### src/rtl/sensor_spi_slave_tx_pkg.sv
// sensor_spi_slave_tx_pkg: shared frame constants, FSM encoding and frame-count helper
package sensor_spi_slave_tx_pkg;
  localparam int FRAME_BITS = 128;
  localparam int HEADER_BITS = 8;
  localparam int TOTAL_BITS = FRAME_BITS + HEADER_BITS;
  localparam logic [3:0] HEADER_TAG = 4'h5;
  localparam logic [7:0] REWIND_CMD = 8'hA5;
  typedef enum logic [1:0] {IDLE, SHIFT, DRAIN} state_t;
  function automatic int frame_count(int sensors);
    return (sensors + 3) / 4;
  endfunction
endpackage

### src/rtl/spi_input_sync.sv
// spi_input_sync: 2-FF synchroniser with rise/fall pulses on the synchronised level
// ports: clock, reset_n (async, active low); d (pad input); q (synchronised level); rise/fall (1-cycle edge pulses)
module spi_input_sync #(
  parameter logic RESET_VAL = 1'b0
) (
  input  logic clock,
  input  logic reset_n,
  input  logic d,
  output logic q,
  output logic rise,
  output logic fall
);
  logic meta, prev;
  always_ff @(posedge clock or negedge reset_n)
    if (!reset_n) {meta, q, prev} <= {3{RESET_VAL}};
    else {meta, q, prev} <= {d, meta, q};
  assign rise = q & ~prev;
  assign fall = ~q & prev;
endmodule

### src/rtl/sensor_spi_slave_tx.sv
// sensor_spi_slave_tx: SPI mode-0 slave streaming one header plus four sensor words per CS_n transaction
// ports: clock, reset_n (async, active low); sensor_data_i (packed sensor words, sensor k at [32k+31:32k]);
//        sclk_i, cs_n_i, mosi_i (host SPI, asynchronous); miso_o, miso_oe_o (MISO data and pad enable);
//        frame_done_o (pulse after 136 bits); overrun_o (sticky, extra SCLK falls past the frame)
module sensor_spi_slave_tx
  import sensor_spi_slave_tx_pkg::*;
#(
  parameter int NUMBER_OF_SENSORS = 20
) (
  input  logic clock,
  input  logic reset_n,
  input  logic [frame_count(NUMBER_OF_SENSORS)*FRAME_BITS-1:0] sensor_data_i,
  input  logic sclk_i,
  input  logic cs_n_i,
  input  logic mosi_i,
  output logic miso_o,
  output logic miso_oe_o,
  output logic frame_done_o,
  output logic overrun_o
);
  localparam int NUMBER_OF_SPI_FRAMES = frame_count(NUMBER_OF_SENSORS);
  logic sclk_rise, sclk_fall, cs_rise, cs_fall, mosi_s;
  logic sclk_lvl_unused, cs_lvl_unused, mosi_rise_unused, mosi_fall_unused;
  state_t state_q, state_d;
  logic [TOTAL_BITS-1:0] shift_q, shift_d;
  logic [7:0] bit_cnt_q, bit_cnt_d, cmd_q, cmd_d;
  logic [3:0] cmd_cnt_q, cmd_cnt_d, idx_q, idx_d, next_idx;
  logic done_q, done_d, overrun_q, overrun_d;
  spi_input_sync #(.RESET_VAL(1'b0)) u_sclk (.clock(clock), .reset_n(reset_n), .d(sclk_i), .q(sclk_lvl_unused), .rise(sclk_rise), .fall(sclk_fall));
  spi_input_sync #(.RESET_VAL(1'b1)) u_cs (.clock(clock), .reset_n(reset_n), .d(cs_n_i), .q(cs_lvl_unused), .rise(cs_rise), .fall(cs_fall));
  spi_input_sync #(.RESET_VAL(1'b0)) u_mosi (.clock(clock), .reset_n(reset_n), .d(mosi_i), .q(mosi_s), .rise(mosi_rise_unused), .fall(mosi_fall_unused));
  assign next_idx = (idx_q == 4'(NUMBER_OF_SPI_FRAMES - 1)) ? 4'd0 : idx_q + 4'd1;
  always_ff @(posedge clock or negedge reset_n)
    if (!reset_n) begin
      state_q <= IDLE;
      shift_q <= '0;
      bit_cnt_q <= '0;
      cmd_q <= '0;
      cmd_cnt_q <= '0;
      idx_q <= '0;
      done_q <= 1'b0;
      overrun_q <= 1'b0;
    end else begin
      state_q <= state_d;
      shift_q <= shift_d;
      bit_cnt_q <= bit_cnt_d;
      cmd_q <= cmd_d;
      cmd_cnt_q <= cmd_cnt_d;
      idx_q <= idx_d;
      done_q <= done_d;
      overrun_q <= overrun_d;
    end
  // CS rise is checked first so it wins over any SCLK edge in the same cycle
  always_comb begin
    state_d = state_q;
    shift_d = shift_q;
    bit_cnt_d = bit_cnt_q;
    cmd_d = cmd_q;
    cmd_cnt_d = cmd_cnt_q;
    idx_d = idx_q;
    done_d = 1'b0;
    overrun_d = overrun_q;
    if (cs_rise && state_q != IDLE) begin
      state_d = IDLE;
      idx_d = (cmd_cnt_q == 4'd8 && cmd_q == REWIND_CMD) ? 4'd0 :
              (bit_cnt_q == 8'(TOTAL_BITS)) ? next_idx : idx_q;
    end else begin
      case (state_q)
        IDLE: if (cs_fall) begin
          shift_d = {HEADER_TAG, idx_q, sensor_data_i[32'(idx_q)*FRAME_BITS +: FRAME_BITS]};
          bit_cnt_d = '0;
          cmd_d = '0;
          cmd_cnt_d = '0;
          overrun_d = 1'b0;
          state_d = SHIFT;
        end
        SHIFT: begin
          if (sclk_rise && cmd_cnt_q != 4'd8) begin
            cmd_d = {cmd_q[6:0], mosi_s};
            cmd_cnt_d = cmd_cnt_q + 4'd1;
          end
          if (sclk_fall) begin
            shift_d = {shift_q[TOTAL_BITS-2:0], 1'b0};
            bit_cnt_d = bit_cnt_q + 8'd1;
            if (bit_cnt_q == 8'(TOTAL_BITS - 1)) begin
              state_d = DRAIN;
              done_d = 1'b1;
            end
          end
        end
        DRAIN: if (sclk_fall) overrun_d = 1'b1;
        default: state_d = IDLE;
      endcase
    end
  end
  assign miso_o = (state_q == SHIFT) & shift_q[TOTAL_BITS-1];
  assign miso_oe_o = state_q != IDLE;
  assign frame_done_o = done_q;
  assign overrun_o = overrun_q;
endmodule
### config.mk
export PLATFORM = sky130hd
export DESIGN_NAME = sensor_spi_slave_tx
export DESIGN_NICKNAME = d
export VERILOG_FILES = /design/src/rtl/sensor_spi_slave_tx_pkg.sv /design/src/rtl/spi_input_sync.sv /design/src/rtl/sensor_spi_slave_tx.sv
export SDC_FILE = /design/constraint.sdc
export NUM_CORES = 1
export LEC_CHECK = 0
export ABC_CLOCK_PERIOD_IN_PS = 2600
export CAP_MARGIN = 5
export CORE_AREA = 2 2 252 254
export DETAILED_ROUTE_END_ITERATION = 16
export DIE_AREA = 0 0 254 256
export PLACE_DENSITY = 0.43
export RECOVER_POWER = 25
export SYNTH_ARGS = -nofsm -noshare
export SYNTH_HDL_FRONTEND = slang
export SYNTH_SLANG_ARGS = --single-unit
### constraint.sdc
create_clock -name clock -period 2.6 [get_ports clock]
set_clock_uncertainty 0.1 [all_clocks]
set_input_delay 0.26 -clock clock [delete_from_list [all_inputs] [get_ports clock]]
set_output_delay 0.26 -clock clock [all_outputs]
set_load 0.01 [all_outputs]
Word level (Yosys, flattened, before mapping)
Index checks and enable logic that the tools add are counted.
{ "word_totals": {"input_bits": 645, "elab_cells": 85, "regBits": 172} }
{ "op_classes": {"mux": 26, "n_reduce_logical": 13, "shifts": 1, "addsub": 3, "eq_ne": 16, "bitwise": 10} }
{ "ops": {"columns": ["op", "count"], "rows": [
  ["640-bit by 12-bit indexed part select with 128-bit output", 1],
  ["136-bit two-way mux", 2],
  ["136-bit case mux with 2 select lines", 1],
  ["8-bit case mux with 2 select lines", 2],
  ["8-bit == test (second input constant)", 3],
  ["8-bit two-way mux", 3],
  ["4-bit two-way mux", 5],
  ["4-bit AND reduction", 4],
  ["2-bit inequality test (second input constant)", 5],
  ["3-bit inequality test (second input constant)", 3],
  ["4-bit by 1-bit adder with 4-bit output (second input constant)", 2],
  ["8-bit by 1-bit adder with 8-bit output (second input constant)", 1],
  ["2-bit two-way mux", 4],
  ["4-bit case mux with 2 select lines", 1],
  ["2-bit nonzero test", 4],
  ["1-bit two-way mux", 6],
  ["2-bit case mux with 3 select lines", 1],
  ["1-bit bitwise AND", 5],
  ["1-bit inverter", 5],
  ["4-bit by 3-bit == test with 1-bit output (second input constant)", 1],
  ["4-bit == test (second input constant)", 1],
  ["4-bit inequality test (second input constant)", 1],
  ["1-bit logical AND", 3],
  ["2-bit by 1-bit == test with 1-bit output (second input constant)", 1],
  ["other kinds (4)", 4]
]} }

Logic depth before layout (Yosys ltp)
Gate-level depths: netlist of run 1.
{ "depth": {"depth_word": 5, "ltp_mapped": 8} }

Hierarchy
A second synthesis of run 1 with hierarchy kept.
{ "hier_totals": {"cells_unflattened": 1458, "area_unflattened_um2": 12593.3} }
{ "modules_own_cells": {"columns": ["mod", "seq_area_each_um2", "area_each_um2", "cells_per_inst", "instances"], "rows": [
  ["sensor_spi_slave_tx", 4103.9, 12319.3, 1443, 1],
  ["spi_input_sync (u_mosi ...)", 75.1, 90.1, 5, 2],
  ["spi_input_sync (u_cs)", 78.8, 93.8, 5, 1]
]} }

Worst setup path after synthesis of run 1
Ideal clock, no wire load.
{ "synth_path": {"kind": "register -> register", "start": "register idx_q[0]", "end": "register shift_q[32]", "period_less_slack_ns": 2.182, "setup_ns": 0.134, "arrival_time_ns": 1.948, "t_required_ns": 2.366, "path_buffers": 3, "stages_incl_launch_ff": 7, "slack_ns": 0.418, "cell_sequence": "dfrtp_1 clkbuf_1 clkbuf_1 buf_2 mux4_2 a222oi_1 o21ai_0"} }
{ "synth_between": {"elab_chain_len": 3} }
{ "synth_lines": {"columns": ["element", "line", "rtl"], "rows": [
  ["start: declaration", "sensor_spi_slave_tx.sv:27", "logic [3:0] cmd_cnt_q, cmd_cnt_d, idx_q, idx_d, next_idx;"],
  ["start signal: assignment", "sensor_spi_slave_tx.sv:49", "idx_q <= idx_d;"],
  ["640-bit by 12-bit indexed part select with 128-bit output", "sensor_spi_slave_tx.sv:70", "shift_d = {HEADER_TAG, idx_q, sensor_data_i[32'(idx_q)*FRAME_BITS +: FRAME_BITS]};"],
  ["136-bit two-way mux", "sensor_spi_slave_tx.sv:69", "IDLE: if (cs_fall) begin"],
  ["136-bit case mux with 2 select lines", "sensor_spi_slave_tx.sv:68", "case (state_q)"],
  ["end signal: assignment", "sensor_spi_slave_tx.sv:45", "shift_q <= shift_d;"],
  ["end: declaration", "sensor_spi_slave_tx.sv:25", "logic [TOTAL_BITS-1:0] shift_q, shift_d;"]
]} }
No other way between the ends. The select of a mux whose other input is x is not followed.
A chain may end at the register's enable or synchronous reset.

Worst setup path after layout of run 1
{ "layout_path": {"start": "register state_q[1]", "end": "output miso_o"} }
{ "layout_between": {"elab_chain_len": 2} }
{ "layout_lines": {"columns": ["element", "line", "rtl"], "rows": [
  ["start: declaration", "sensor_spi_slave_tx.sv:24", "state_t state_q, state_d;"],
  ["start signal: assignment", "sensor_spi_slave_tx.sv:44", "state_q <= state_d;"],
  ["2-bit by 1-bit == test with 1-bit output", "sensor_spi_slave_tx.sv:96", "assign miso_o = (state_q == SHIFT) & shift_q[TOTAL_BITS-1];"],
  ["1-bit bitwise AND", "sensor_spi_slave_tx.sv:96", null],
  ["end: declaration", "sensor_spi_slave_tx.sv:16", "output logic miso_o,"]
]} }
No other way between the ends.

==> flow_summary.toml, run 1 <==
[drt]
antenna_left = 0
via_per_inst = 4.89
drt-total-wl_um = 59700
drc = 0
drt_first_pass_iters = 9
avgRoutedWirePerCell_um = 24.9
drt_iter0_markers = 1236
vias = 11700

[die]
die_w_um = 254
ios = 649
num_rows = 92
start_util_pct = 18.0
fp.dieH_um = 256
core_mm2 = 0.0624
dieArea_mm2 = 0.0650

[power]
seqPwrFrac_pct = 38.9
power.share.combinational_pct = 29.5
p_int_w = 0.00736
p_sw_w = 0.00300
swShare_pct = 29.0
leakagePower_nw = 7.00
ir_worst_vdd_mv = 0.480
power_density_mw_per_mm2 = 527
total_power_w = 0.0104
clkPwrFrac_pct = 31.6

[grt]
grt_pass1_vias = 12600
grt_usage_pct = 18.1
antenna_found_initial = 12
grt_start_max_net_pins = 92
grt_overflow = 0
grt_pass1_wl_um = 86300

[logic_synthesis]
synth_top_area_share_pct = 37.7
yosysUniqueCellTypes = 54
synth_area_mm2 = 0.0112
synthFlopType = "dfrtp_1"
yosysWarnings = 0
ys_seq_area_share_pct = 38.4
synth.avg_cell_area_um2 = 11.9
synthArstFlopShare_pct = 100
synthTopCellsByArea = "dfrtp_1, mux4_2, o21ai_0"
synth_seq_cells = 172
synth_edf_count = 0
syn-instance-count = 942
yosys.area.top_type = "dfrtp_1"
synth_nets = 1593

[timing]
tightest_slew_ps = 1930
setup_tns_ps = 0
finalCritPeriodShare_pct = 93.4
relSlewSlack_pct = -28.5
slew_violations = 67
fmax_mhz = 412
finalWorstPathRequiredPeriod_ps = 2430
setup_viol = 0
finalHoldViolations = 0
rsz0062_at_grt = "no"

[status]
status = "finished, violations left"
failed_checks = "capacitance limit, slew limit"

[clocking]
cts_tree = "done"
htree_levels = 4
clock_latency_ps = 470
cts_buffer_depth = 2
cts_buffers = 17
cts-root-buf = "clkbuf_16"
clock-sinks = 172
clkTransAtPathRegs_ps = 70

[min_path]
hp-class = "in2reg"

[placement]
dp_cells = 2357
numPortBuffers = 648
globalplace.congestion = 0.836
dp_hpwl_um = 45600

[setup_path]
crit_arrival_ps = 2070
end_kind = "primary output"
crit_path_max_fanout = 19
critPathKind = "reg2out"
cp-start-kind = "register"
critPathRequiredTime_ps = 2240

[job]
cap_viol_max_count = 1

[final_layout]
fin_nets = 2187
fill_cells = 6421
drive_gt1_share_pct = 14.4
finalNonFillerCells = 2399
syn2layout_area_growth_pct = 75.2
## kinds of logic (layout without fill, tap and decap cells)
family	Yosys count	after routing	synth area share [%]
compound gates	403	403	25.2
flops	172	172	38.4
mux	132	132	26.1
buf+inv	131	738	4.94
simple gates	98	98	4.73
fa+ha+maj	6	6	0.670
other cells	0	4	0
## critical path, cell delays in order, from the launching register on
cell and delay [ps]:
dfrtp_4 540, nor2b_4 160, buf_12 190, and2_1 150, clkdlybuf4s50_1 550
## cells in the mapped netlist (all sizes together) (8+ instances only)
master and number:
clkbuf 92, a221o 28, a21oi 13, mux4 128, buf 27, a222oi 99
inv 12, a22o 11, nor2 38, dfrtp 169, nand3 8, nand2 13
a22oi 29, o21ai 206
## state kept, by name, summed over array words and instances, names as in the netlist, 2 cells and up
name / count
shift_q: 136
bit_cnt_q: 8
cmd_q: 8
cmd_cnt_q: 4
idx_q: 4
state_q: 2
## path summary, 6_finish.rpt
check / from / end / slack [ps] / cells past startpoint
setup / recovery: state_q[1] / miso_o / 170 / 4
hold / removal: mosi_i / u_mosi.meta / 240 / 1
setup reg to reg: u_cs.prev / shift_q[10] / 300 / 5
hold reg to reg: u_mosi.meta / u_mosi.q / 250 / 0
max in group asynchronous: reset_n / shift_q[129] / 450 / 3
min in group asynchronous: reset_n / shift_q[42] / 750 / 2
## per-stage QoR
stage	hold WS (ps)	setup slack (ps)	area [µm²]	utilization, %
final	242	171	19600	31.5
after global routing	211	80.8	19600	31.5
after CTS	73.6	90.0	19600	31.4
after detailed placement	220	255	18800	30.2
after global placement	224	286	18800	30.2
after floorplan	-136	418	11200	-
## layout make-up
cell class	instances	area, µm²	area share (%)
Sequential cell	172	4320	22.0
Clock buffer	19	443	2.25
Antenna cell	4	10.0	0.0509
Multi-Input combinational cell	639	6380	32.5
Inverter	12	45.0	0.229
Clock inverter	13	284	1.45
Timing Repair Buffer	694	7100	36.2
Tap cell	846	1060	5.39
## power by group through the flow
stage	sequential [W]	combinational [W]	clock, W
global route	0.00412	0.00337	0.00348
detailed placement	0.00405	0.00299	0
global placement	0.00405	0.00294	0
CTS	0.00402	0.00308	0.00337
floorplan	0.00383	0.00147	0
finish	0.00403	0.00306	0.00327
## metal layers
layer,vias up,GRT usage [%],wire length (µm)
li1,5179,-,-
met1,5905,22.0,23700
met2,599,31.9,30700
met3,53,3.68,4150
met4,0,5.46,1220
met5,-,0,0
## what timing repair did
action,4_1_cts,5_1_grt
pin swaps,0,1
gates cloned,2,0
hold buffers,1,0
hold endpoints to repair,63,0
resized for setup,0,0
setup buffers,1,2
endpoints found under the setup margin,1,10
## cells in the final DEF (no fill, tap or decap), types with 6 or more instances in the layout
cell             Yosys  routed
nor2_1              37      37
mux4_2             128     128
buf_4                0      25
or4_1                6       6
bufinv_16            0       8
a21oi_1             13      13
a221o_1             28      28
nand2_1             13      13
ha_1                 6       6
nand3_1              8       8
buf_12               0      18
clkdlybuf4s50_1      0     644
inv_1               12      12
a222oi_1            99      99
o21ai_0            204     204
clkbuf_16            0      17
o31ai_1              6       6
a22o_1              11      11
a22oi_1             29      29
dfrtp_1            169     166
No activity file was read; power rests on OpenSTA's default activity.
==> run 2: changes to the inputs <==
--- a/config.mk
+++ b/config.mk
@@ -5,13 +5,14 @@
 export SDC_FILE = /design/constraint.sdc
 export NUM_CORES = 1
 export LEC_CHECK = 0
-export ABC_CLOCK_PERIOD_IN_PS = 2600
+export ABC_CLOCK_PERIOD_IN_PS = 2350
 export CAP_MARGIN = 5
 export CORE_AREA = 2 2 252 254
 export DETAILED_ROUTE_END_ITERATION = 16
 export DIE_AREA = 0 0 254 256
 export PLACE_DENSITY = 0.43
 export RECOVER_POWER = 25
+export REMOVE_ABC_BUFFERS = 1
 export SYNTH_ARGS = -nofsm -noshare
 export SYNTH_HDL_FRONTEND = slang
 export SYNTH_SLANG_ARGS = --single-unit
==> constraint.sdc (replaced) <==
create_clock -name clock -period 2.35 [get_ports clock]
set_clock_uncertainty 0.1 [all_clocks]
set_input_delay 0.235 -clock clock [delete_from_list [all_inputs] [get_ports clock]]
set_output_delay 0.235 -clock clock [all_outputs]
set_load 0.01 [all_outputs]
==> flow_summary.toml, run 2 (synthesis results as in run 1) <==
[status]
status = "completed"

[placement]
dp_hpwl_um = 42200
place_area_mm2 = 0.0188
pre_cts_slack_ps = -61.7
globalplace.congestion = 0.862
numPortBuffers = 648

[grt]
grt_overflow = 0
grt_usage_pct = 16.9
grt_pass1_vias = 12700
grt_pass1_wl_um = 82100
grt_start_max_net_pins = 108
antenna_found_initial = 4

[final_layout]
reg_top3 = "shift_q x136, bit_cnt_q x8, cmd_q x8"
layout_commonest_cell = "clkdlybuf4s50_1"
drive_gt1_share_pct = 15.0
largest_register_ffs = 136
largest-register = "shift_q"
fin_area_mm2 = 0.0195
final_cell_mix = "clkdlybuf4s50_1, o21ai_0, dfrtp_1, mux4_2, a222oi_1"
syn2layout_area_growth_pct = 74.3
fin_nets = 2195

[clocking]
cts-root-buf = "clkbuf_16"
clock-sinks = 172
clkTransAtPathRegs_ps = 70
cts_buffers = 17
cts_tree = "done"
clock_latency_ps = 470
htree_levels = 4
cts_buffer_depth = 2

[setup_path]
crit_arrival_ps = 2500
rrSetupSlack_ps = 110
crit_path_max_fanout = 107
critPathKind = "reg2reg"
end_kind = "register"
critPathRequiredTime_ps = 2610
cp-start-kind = "register"

[timing]
setup_viol = 0
layout_setup_ws_ps = 112
setup_tns_ps = 0
relSlewSlack_pct = 33.1
holdWs_ps = 201
slew_violations = 0
finalHoldViolations = 0
finalCritPeriodShare_pct = 95.3
finalWorstPathRequiredPeriod_ps = 2240
fmax_mhz = 447
rsz0062_at_grt = "no"
tightest_slew_ps = 1000

[die]
ios = 649
die_w_um = 254
dieArea_mm2 = 0.0650
start_util_pct = 18.0
fp.dieH_um = 256
core_mm2 = 0.0624
num_rows = 92

[power]
ir_worst_vdd_mv = 0.506
power_density_mw_per_mm2 = 552
clkPwrFrac_pct = 27.4
seqPwrFrac_pct = 41.5
power.share.combinational_pct = 31.1
p_int_w = 0.00751
p_sw_w = 0.00327
leakagePower_nw = 6.96
swShare_pct = 30.4

[drt]
drt-total-wl_um = 56200
antenna_left = 0
via_per_inst = 4.93
avgRoutedWirePerCell_um = 23.3
drt_iter0_markers = 1184
vias = 11900
drc = 0
drt_first_pass_iters = 10

[min_path]
hp-class = "in2reg"

[job]
cap_viol_max_count = 0
==> run 2: area by class of cell <==
cell class	instances	area, µm²
Fill cell	6542	42900
Sequential cell	172	4320
Tap cell	846	1060
Timing Repair Buffer	701	7110
Inverter	12	45.0
Multi-Input combinational cell	640	6400
Clock inverter	12	136
Clock buffer	20	457
Antenna cell	5	12.5
==> run 2: metal layers <==
metal	up-vias	wire, µm	GRT usage [%]
li1	5213	-	-
met1	6087	22600	20.5
met2	531	28800	29.8
met3	40	3800	3.61
met4	0	997	5.28
met5	-	0	0
==> run 2: repair_timing <==
item / in CTS / in global routing
hold endpoints to repair: 145 / 0
hold buffers: 1 / 0
buffers inserted: 5 / 0
gates resized for setup: 4 / 5
setup endpoints to repair: 40 / 74
cloned: 2 / 0
pin swaps: 1 / 0
==> run 2: metrics by stage <==
stage / util, % / total power, W / instances
after floorplan: - / 0.00579 / 823
after global placement: 30.2 / 0.00772 / 2363
after detailed placement: 30.2 / 0.00778 / 2363
after CTS: 31.3 / 0.0109 / 2403
after global routing: 31.3 / 0.0115 / 2407
final: 31.3 / 0.0108 / 2408
==> run 2: final timing paths <==
check / from / to / cells after the start
worst min-delay path: cs_n_i / u_cs.meta / 1
min in group asynchronous: reset_n / frame_done_o / 2
worst min register to register: u_sclk.meta / u_sclk.q / 0
worst max-delay path: u_cs.prev / shift_q[14] / 5
worst max register to register: u_cs.prev / shift_q[14] / 5
max in group asynchronous: reset_n / cmd_cnt_q[2] / 3
==> run 2: power by group through the flow <==
stage	clock network, W	logic [W]	registers, W
6_report	0.00295	0.00335	0.00447
3_3_place_gp	0	0.00323	0.00449
3_5_place_dp	0	0.00329	0.00449
4_1_cts	0.00307	0.00340	0.00446
5_1_grt	0.00318	0.00371	0.00459
2_1_floorplan	0	0.00154	0.00425
==> run 2: critical path, cell delays in order, from the launching register on <==
cell and delay [ps]:
dfstp_2 560, or3b_4 400, o31a_4 130, or2_4 250, buf_12 180, a221o_1 370
